[config.mk]
export PLATFORM = sky130hd
export DESIGN_NAME = muldiv_seq
export DESIGN_NICKNAME = d
export VERILOG_FILES = /design/src/rtl/muldiv_seq.sv
export SDC_FILE = /design/constraint.sdc
export NUM_CORES = 1
export LEC_CHECK = 0
export CORE_AREA = 2 2 173 175
export CTS_BUF_LIST = sky130_fd_sc_hd__clkbuf_8
export CTS_CLUSTER_DIAMETER = 40
export CTS_CLUSTER_SIZE = 20
export DETAILED_ROUTE_END_ITERATION = 7
export DIE_AREA = 0 0 175 177
export GPL_ROUTABILITY_DRIVEN = 0
export PLACE_DENSITY = 0.94
export SLEW_MARGIN = 20
export SYNTH_ARGS = -nofsm -noshare
export SYNTH_HDL_FRONTEND = slang
export SYNTH_SLANG_ARGS = --single-unit
[constraint.sdc]
create_clock -name clock -period 7.73 [get_ports clock]
set_clock_uncertainty 0.2 [all_clocks]
set_input_delay 1.1595 -clock clock [delete_from_list [all_inputs] [get_ports clock]]
set_output_delay 1.1595 -clock clock [all_outputs]
set_load 0.1 [all_outputs]
[src/rtl/muldiv_seq.sv]
// Iterative multiply/divide unit: shift-add / Booth multiply and restoring divide,
// one bit per cycle, results into HI/LO with a start/busy/done handshake.
module muldiv_seq #(
    parameter int unsigned WIDTH = 32,
    parameter int unsigned CW    = $clog2(WIDTH) + 1
) (
    input  logic             clock,
    input  logic             clr,
    input  logic             start,
    input  logic [1:0]       op,
    input  logic [WIDTH-1:0] a,
    input  logic [WIDTH-1:0] b,
    input  logic             flush,
    output logic             busy,
    output logic             done,
    output logic             div_zero,
    output logic [WIDTH-1:0] hi,
    output logic [WIDTH-1:0] lo
);

    localparam logic [1:0] S_IDLE = 2'd0;
    localparam logic [1:0] S_RUN  = 2'd1;
    localparam logic [1:0] S_FIX  = 2'd2;
    localparam logic [1:0] S_DONE = 2'd3;

    localparam logic [1:0] OP_MUL  = 2'b00;
    localparam logic [1:0] OP_MULU = 2'b01;
    localparam logic [1:0] OP_DIV  = 2'b10;

    logic [1:0]       state_q, state_d;
    logic [CW-1:0]    cnt_q, cnt_d;
    logic [1:0]       op_q, op_d;
    logic [WIDTH-1:0] a_q, a_d;
    logic [WIDTH-1:0] b_q, b_d;
    logic [WIDTH:0]   acc_q, acc_d;
    logic [WIDTH-1:0] mq_q, mq_d;
    logic             qm1_q, qm1_d;
    logic             qneg_q, qneg_d;
    logic             rneg_q, rneg_d;
    logic [WIDTH-1:0] hi_q, hi_d;
    logic [WIDTH-1:0] lo_q, lo_d;
    logic             dz_q, dz_d;

    logic [WIDTH-1:0] dividend_abs, divisor_abs;
    logic [WIDTH:0]   mulu_sum, booth_sum, div_shift, div_diff;
    logic [WIDTH-1:0] q_fix, r_fix;

    assign busy     = (state_q == S_RUN) || (state_q == S_FIX);
    assign done     = (state_q == S_DONE);
    assign div_zero = dz_q;
    assign hi       = hi_q;
    assign lo       = lo_q;

    assign dividend_abs = (op == OP_DIV && a[WIDTH-1]) ? -a : a;
    assign divisor_abs  = (op == OP_DIV && b[WIDTH-1]) ? -b : b;

    // Accumulator carries one guard bit so Booth (e.g. most-negative squared)
    // and the unsigned add/subtract steps never overflow.
    always_comb begin
        mulu_sum  = acc_q + (mq_q[0] ? {1'b0, a_q} : '0);
        unique case ({mq_q[0], qm1_q})
            2'b01:   booth_sum = acc_q + {a_q[WIDTH-1], a_q};
            2'b10:   booth_sum = acc_q - {a_q[WIDTH-1], a_q};
            default: booth_sum = acc_q;
        endcase
        div_shift = {acc_q[WIDTH-1:0], mq_q[WIDTH-1]};
        div_diff  = div_shift - {1'b0, b_q};
        q_fix     = qneg_q ? -mq_q : mq_q;
        r_fix     = rneg_q ? -acc_q[WIDTH-1:0] : acc_q[WIDTH-1:0];
    end

    always_comb begin
        state_d = state_q;
        cnt_d   = cnt_q;
        op_d    = op_q;
        a_d     = a_q;
        b_d     = b_q;
        acc_d   = acc_q;
        mq_d    = mq_q;
        qm1_d   = qm1_q;
        qneg_d  = qneg_q;
        rneg_d  = rneg_q;
        hi_d    = hi_q;
        lo_d    = lo_q;
        dz_d    = dz_q;

        unique case (state_q)
            S_IDLE, S_DONE: begin
                if (start) begin
                    op_d    = op;
                    a_d     = a;
                    b_d     = op[1] ? divisor_abs : b;
                    mq_d    = op[1] ? dividend_abs : b;
                    acc_d   = '0;
                    qm1_d   = 1'b0;
                    qneg_d  = (op == OP_DIV) && (a[WIDTH-1] ^ b[WIDTH-1]);
                    rneg_d  = (op == OP_DIV) && a[WIDTH-1];
                    dz_d    = 1'b0;
                    cnt_d   = '0;
                    state_d = (op[1] && (b == '0)) ? S_FIX : S_RUN;
                end else begin
                    state_d = S_IDLE;
                end
            end
            S_RUN: begin
                if (flush) begin
                    state_d = S_IDLE;
                end else begin
                    unique case (op_q)
                        OP_MULU: begin
                            acc_d = {1'b0, mulu_sum[WIDTH:1]};
                            mq_d  = {mulu_sum[0], mq_q[WIDTH-1:1]};
                        end
                        OP_MUL: begin
                            acc_d = {booth_sum[WIDTH], booth_sum[WIDTH:1]};
                            mq_d  = {booth_sum[0], mq_q[WIDTH-1:1]};
                            qm1_d = mq_q[0];
                        end
                        default: begin
                            acc_d = div_diff[WIDTH] ? div_shift : div_diff;
                            mq_d  = {mq_q[WIDTH-2:0], ~div_diff[WIDTH]};
                        end
                    endcase
                    cnt_d = cnt_q + CW'(1);
                    if (cnt_q == CW'(WIDTH - 1)) begin
                        state_d = S_FIX;
                    end
                end
            end
            S_FIX: begin
                if (flush) begin
                    state_d = S_IDLE;
                end else begin
                    if (op_q[1] && (b_q == '0)) begin
                        hi_d = a_q;
                        lo_d = '1;
                        dz_d = 1'b1;
                    end else if (op_q[1]) begin
                        hi_d = r_fix;
                        lo_d = q_fix;
                    end else begin
                        hi_d = acc_q[WIDTH-1:0];
                        lo_d = mq_q;
                    end
                    state_d = S_DONE;
                end
            end
            default: state_d = S_IDLE;
        endcase
    end

    always_ff @(posedge clock or negedge clr) begin
        if (!clr) begin
            state_q <= S_IDLE;
            cnt_q   <= '0;
            op_q    <= '0;
            a_q     <= '0;
            b_q     <= '0;
            acc_q   <= '0;
            mq_q    <= '0;
            qm1_q   <= 1'b0;
            qneg_q  <= 1'b0;
            rneg_q  <= 1'b0;
            hi_q    <= '0;
            lo_q    <= '0;
            dz_q    <= 1'b0;
        end else begin
            state_q <= state_d;
            cnt_q   <= cnt_d;
            op_q    <= op_d;
            a_q     <= a_d;
            b_q     <= b_d;
            acc_q   <= acc_d;
            mq_q    <= mq_d;
            qm1_q   <= qm1_d;
            qneg_q  <= qneg_d;
            rneg_q  <= rneg_d;
            hi_q    <= hi_d;
            lo_q    <= lo_d;
            dz_q    <= dz_d;
        end
    end

endmodule

==> flow_summary.yaml <==
logic_synthesis:
  synthCells: 2425
  synth_area_um2: 18800
  async_flop_share_pct: 100
  syn_avg_cell_area_um2: 7.74
  ys_seq_area_share_pct: 27.6
  synth_edf_count: 0
  syn_nets: 2605
  ys_types: 75
  ys_ff_latch: 207
  synth_warnings: 0
  synth_ff_type: "dfrtp_1"
clock_tree:
  ctsResizeCount: 0
  path_clk_slew_ps: 90
  cts_root_buf: "clkbuf_8"
  htreeDepth: 1
  ctsHoldBuffers: 0
  cts_setup_buffers: 0
  cts_tree: "built"
  clk_latency_ps: 630
  cts_made_buffers: 30
  clock_path_buffers: 3
  cts_sinks: 207
sta:
  rsz0062_at_grt: "false"
  worstMarginPinSlew_ps: 1070
  setup-tns-final_ps: 0
  finalHoldViolations: 0
  maxSlewHeadroom_pct: 28.9
  period_needed_ps: 5270
  period_share_pct: 68.2
  final-max-slew-violation-count: 0
  max_freq_mhz: 190
  setup_viol_count_final: 0
layout:
  finalNetCount: 2659
  antenna_cells: 0
  fin_area_um2: 21100
  num-fill-cells: 1943
  register_area_um2: 5180
  multi_input_area_um2: 12800
  final_util_pct: 72.0
  areaGrowthSynthToFinish_pct: 12.2
  drive_gt1_share_pct: 6.03
placement:
  placed_cell_area_um2: 20300
  port_buffers: 136
  place_hpwl_um: 45800
critical_path:
  arrival_ps: 5560
  required_ps: 8020
  critPathCaptureType: "register"
  reg2reg_slack_ps: 2460
  crit_path_start_kind: "register"
  crit_type: "register to register"
  critical_path_peak_fanout: 10
pwr:
  power.density_nw_per_um2: 508
  ir_drop_v: 0.000446
  p_leak_nw: 9.04
job:
  cap_violations: 0
hold_path:
  hp-class: "register to register"
global_routing:
  met2_usage_pct: 63.8
  grt_max_degree: 109
  grt_use_met3_pct: 10.3
  antenna_found_initial: 0
  grtUsageTotal_pct: 40.4
  grt.met1_usage_pct: 49.2
  grt_pass1_wl_um: 101000
  grt_pass1_vias: 19500
  overflow: 0
  top_usage_layer: "met2"
die:
  coreArea_um2: 29200
  start_util_pct: 64.2
  die-area_um2: 31000
  fp.dieH_um: 177
  pin_count: 137
  rows: 63
  die_w_um: 175
routing:
  route.detailed.drc: 3
  firstDrtPassIters: 8
  vias: 20400
  wl_um: 63800
  drtAntennaViolNets: 0
  routedWlPerCell_um: 22.1
  viasPerCell: 7.04
  drtIter0Drc: 2946
run_status:
  violations: "DRC"
  status: "finished, violations left"
-- layout make-up --
cell class,instances,share of cell area (%)
Clock buffer,31,2.03
Clock inverter,25,1.51
Inverter,83,1.48
Multi-Input combinational cell,1998,60.7
Sequential cell,207,24.6
Tap cell,390,2.32
Timing Repair Buffer,159,7.34
-- routing by layer --
layer	part of all wire, %	vias to the layer above
met4	7.8	0
met5	0	-
li1	-	8919
met1	35	9346
met2	44	1666
met3	14	429
-- sequential cells by signal, indices dropped and copies added (netlist names) --
name and cells:
cnt_q 6, a_q 32, div_zero 1, state_q 2, rneg_q 1, op_q 2, qm1_q 1, mq_q 32
hi 32, acc_q 33, b_q 32, qneg_q 1, lo 32
-- per-stage QoR --
stage / setup WS, ps / hold slack (ps) / cells / power [mW]
finish: 2460 / 295 / 2893 / 10.7
global route: 2220 / 328 / 2893 / 11.2
CTS: 2670 / 298 / 2892 / 10.4
detailed placement: 2780 / 278 / 2836 / 9.22
global placement: 2930 / 262 / 2836 / 8.97
floorplan: 3320 / 250 / 2425 / 7.41
-- worst paths after layout --
| kind | startpoint | endpoint | cells past startpoint |
|---|---|---|---|
| max | mq_q[31]$_DFFE_PN0P_ | acc_q[24]$_DFFE_PN0P_ | 20 |
| min | hi[21]$_DFFE_PN0P_ | hi[21]$_DFFE_PN0P_ | 2 |
| max reg2reg | mq_q[31]$_DFFE_PN0P_ | acc_q[24]$_DFFE_PN0P_ | 20 |
| min reg2reg | hi[21]$_DFFE_PN0P_ | hi[21]$_DFFE_PN0P_ | 2 |
| max in group asynchronous | clr | op_q[1]$_DFFE_PN0P_ | 2 |
| min in group asynchronous | clr | mq_q[10]$_DFFE_PN0P_ | 1 |
-- worst max-delay path: stages, from the launching register on --
cell and delay, ps:
dfrtp_1 410, inv_1 130, ha_1 180, inv_1 50, fa_1 430, a211oi_1 280, o211a_1 210, or3_1 160
a21o_1 180, a21oi_1 120, nor3_1 340, o21ai_0 220, a21oi_1 190, o21ai_0 100, ha_1 310, clkinv_1 340
nand2_1 370, o21ai_0 200, a31oi_1 210, o21ai_0 130, o41ai_1 370
-- cell usage in the layout (no fill, tap or decap), types with 17 or more instances in the layout --
cell type,count
a211oi_1,27
a21o_1,61
a21oi_1,217
a31oi_1,41
and2_1,40
and3_1,19
buf_4,22
clkbuf_8,32
clkdlybuf4s50_1,134
dfrtp_1,206
ha_1,106
inv_1,80
mux2_2,39
mux2i_1,46
nand2_1,275
nand2b_1,19
nand3_1,42
nor2_1,211
nor3_1,64
nor4_1,27
o211ai_1,27
o21a_1,20
o21ai_0,251
o31ai_1,26
o41ai_1,17
or3_1,22
xnor2_1,103
xor2_1,98
-- logic make-up (layout without fill, tap and decap cells) --
| family | Yosys count | count (layout) | synth area share (%) |
|---|---|---|---|
| AO/OA/AOI/OAI | 803 | 803 | 26.3 |
| adder cells (fa/ha/maj) | 110 | 110 | 7.45 |
| flip-flops | 207 | 207 | 27.6 |
| multiplexers | 85 | 85 | 4.79 |
| XOR/XNOR | 201 | 201 | 9.38 |
| AND/OR/NAND/NOR | 799 | 799 | 20.0 |
| buffers and inverters | 220 | 298 | 4.45 |
-- synth_stat cells (17+ instances only) --
cell	n	area, um^2
nand3_1	42	210
and2_1	40	250
a31oi_1	41	257
xor2_1	98	858
nor3_1	64	320
a211oi_1	27	203
o21ai_0	252	1260
clkbuf_1	117	439
mux2i_1	46	460
a21o_1	61	458
o31ai_1	26	195
dfrtp_1	207	5180
nor4_1	27	169
and3_1	19	119
inv_1	80	300
o211ai_1	27	203
nand2_1	276	1040
mux2_2	39	439
o41ai_1	17	149
nand2b_1	20	125
or3_1	22	138
nor2_1	212	796
ha_1	107	1340
o21a_1	20	150
xnor2_1	103	902
a21oi_1	217	1090
-- power by group --
group	leakage (nW)	internal [mW]	switching, mW
clock network	0.371	0.501	0.588
logic	6.11	2.47	4.87
registers	2.56	1.55	0.722
Power figures use the tool's default switching activity.
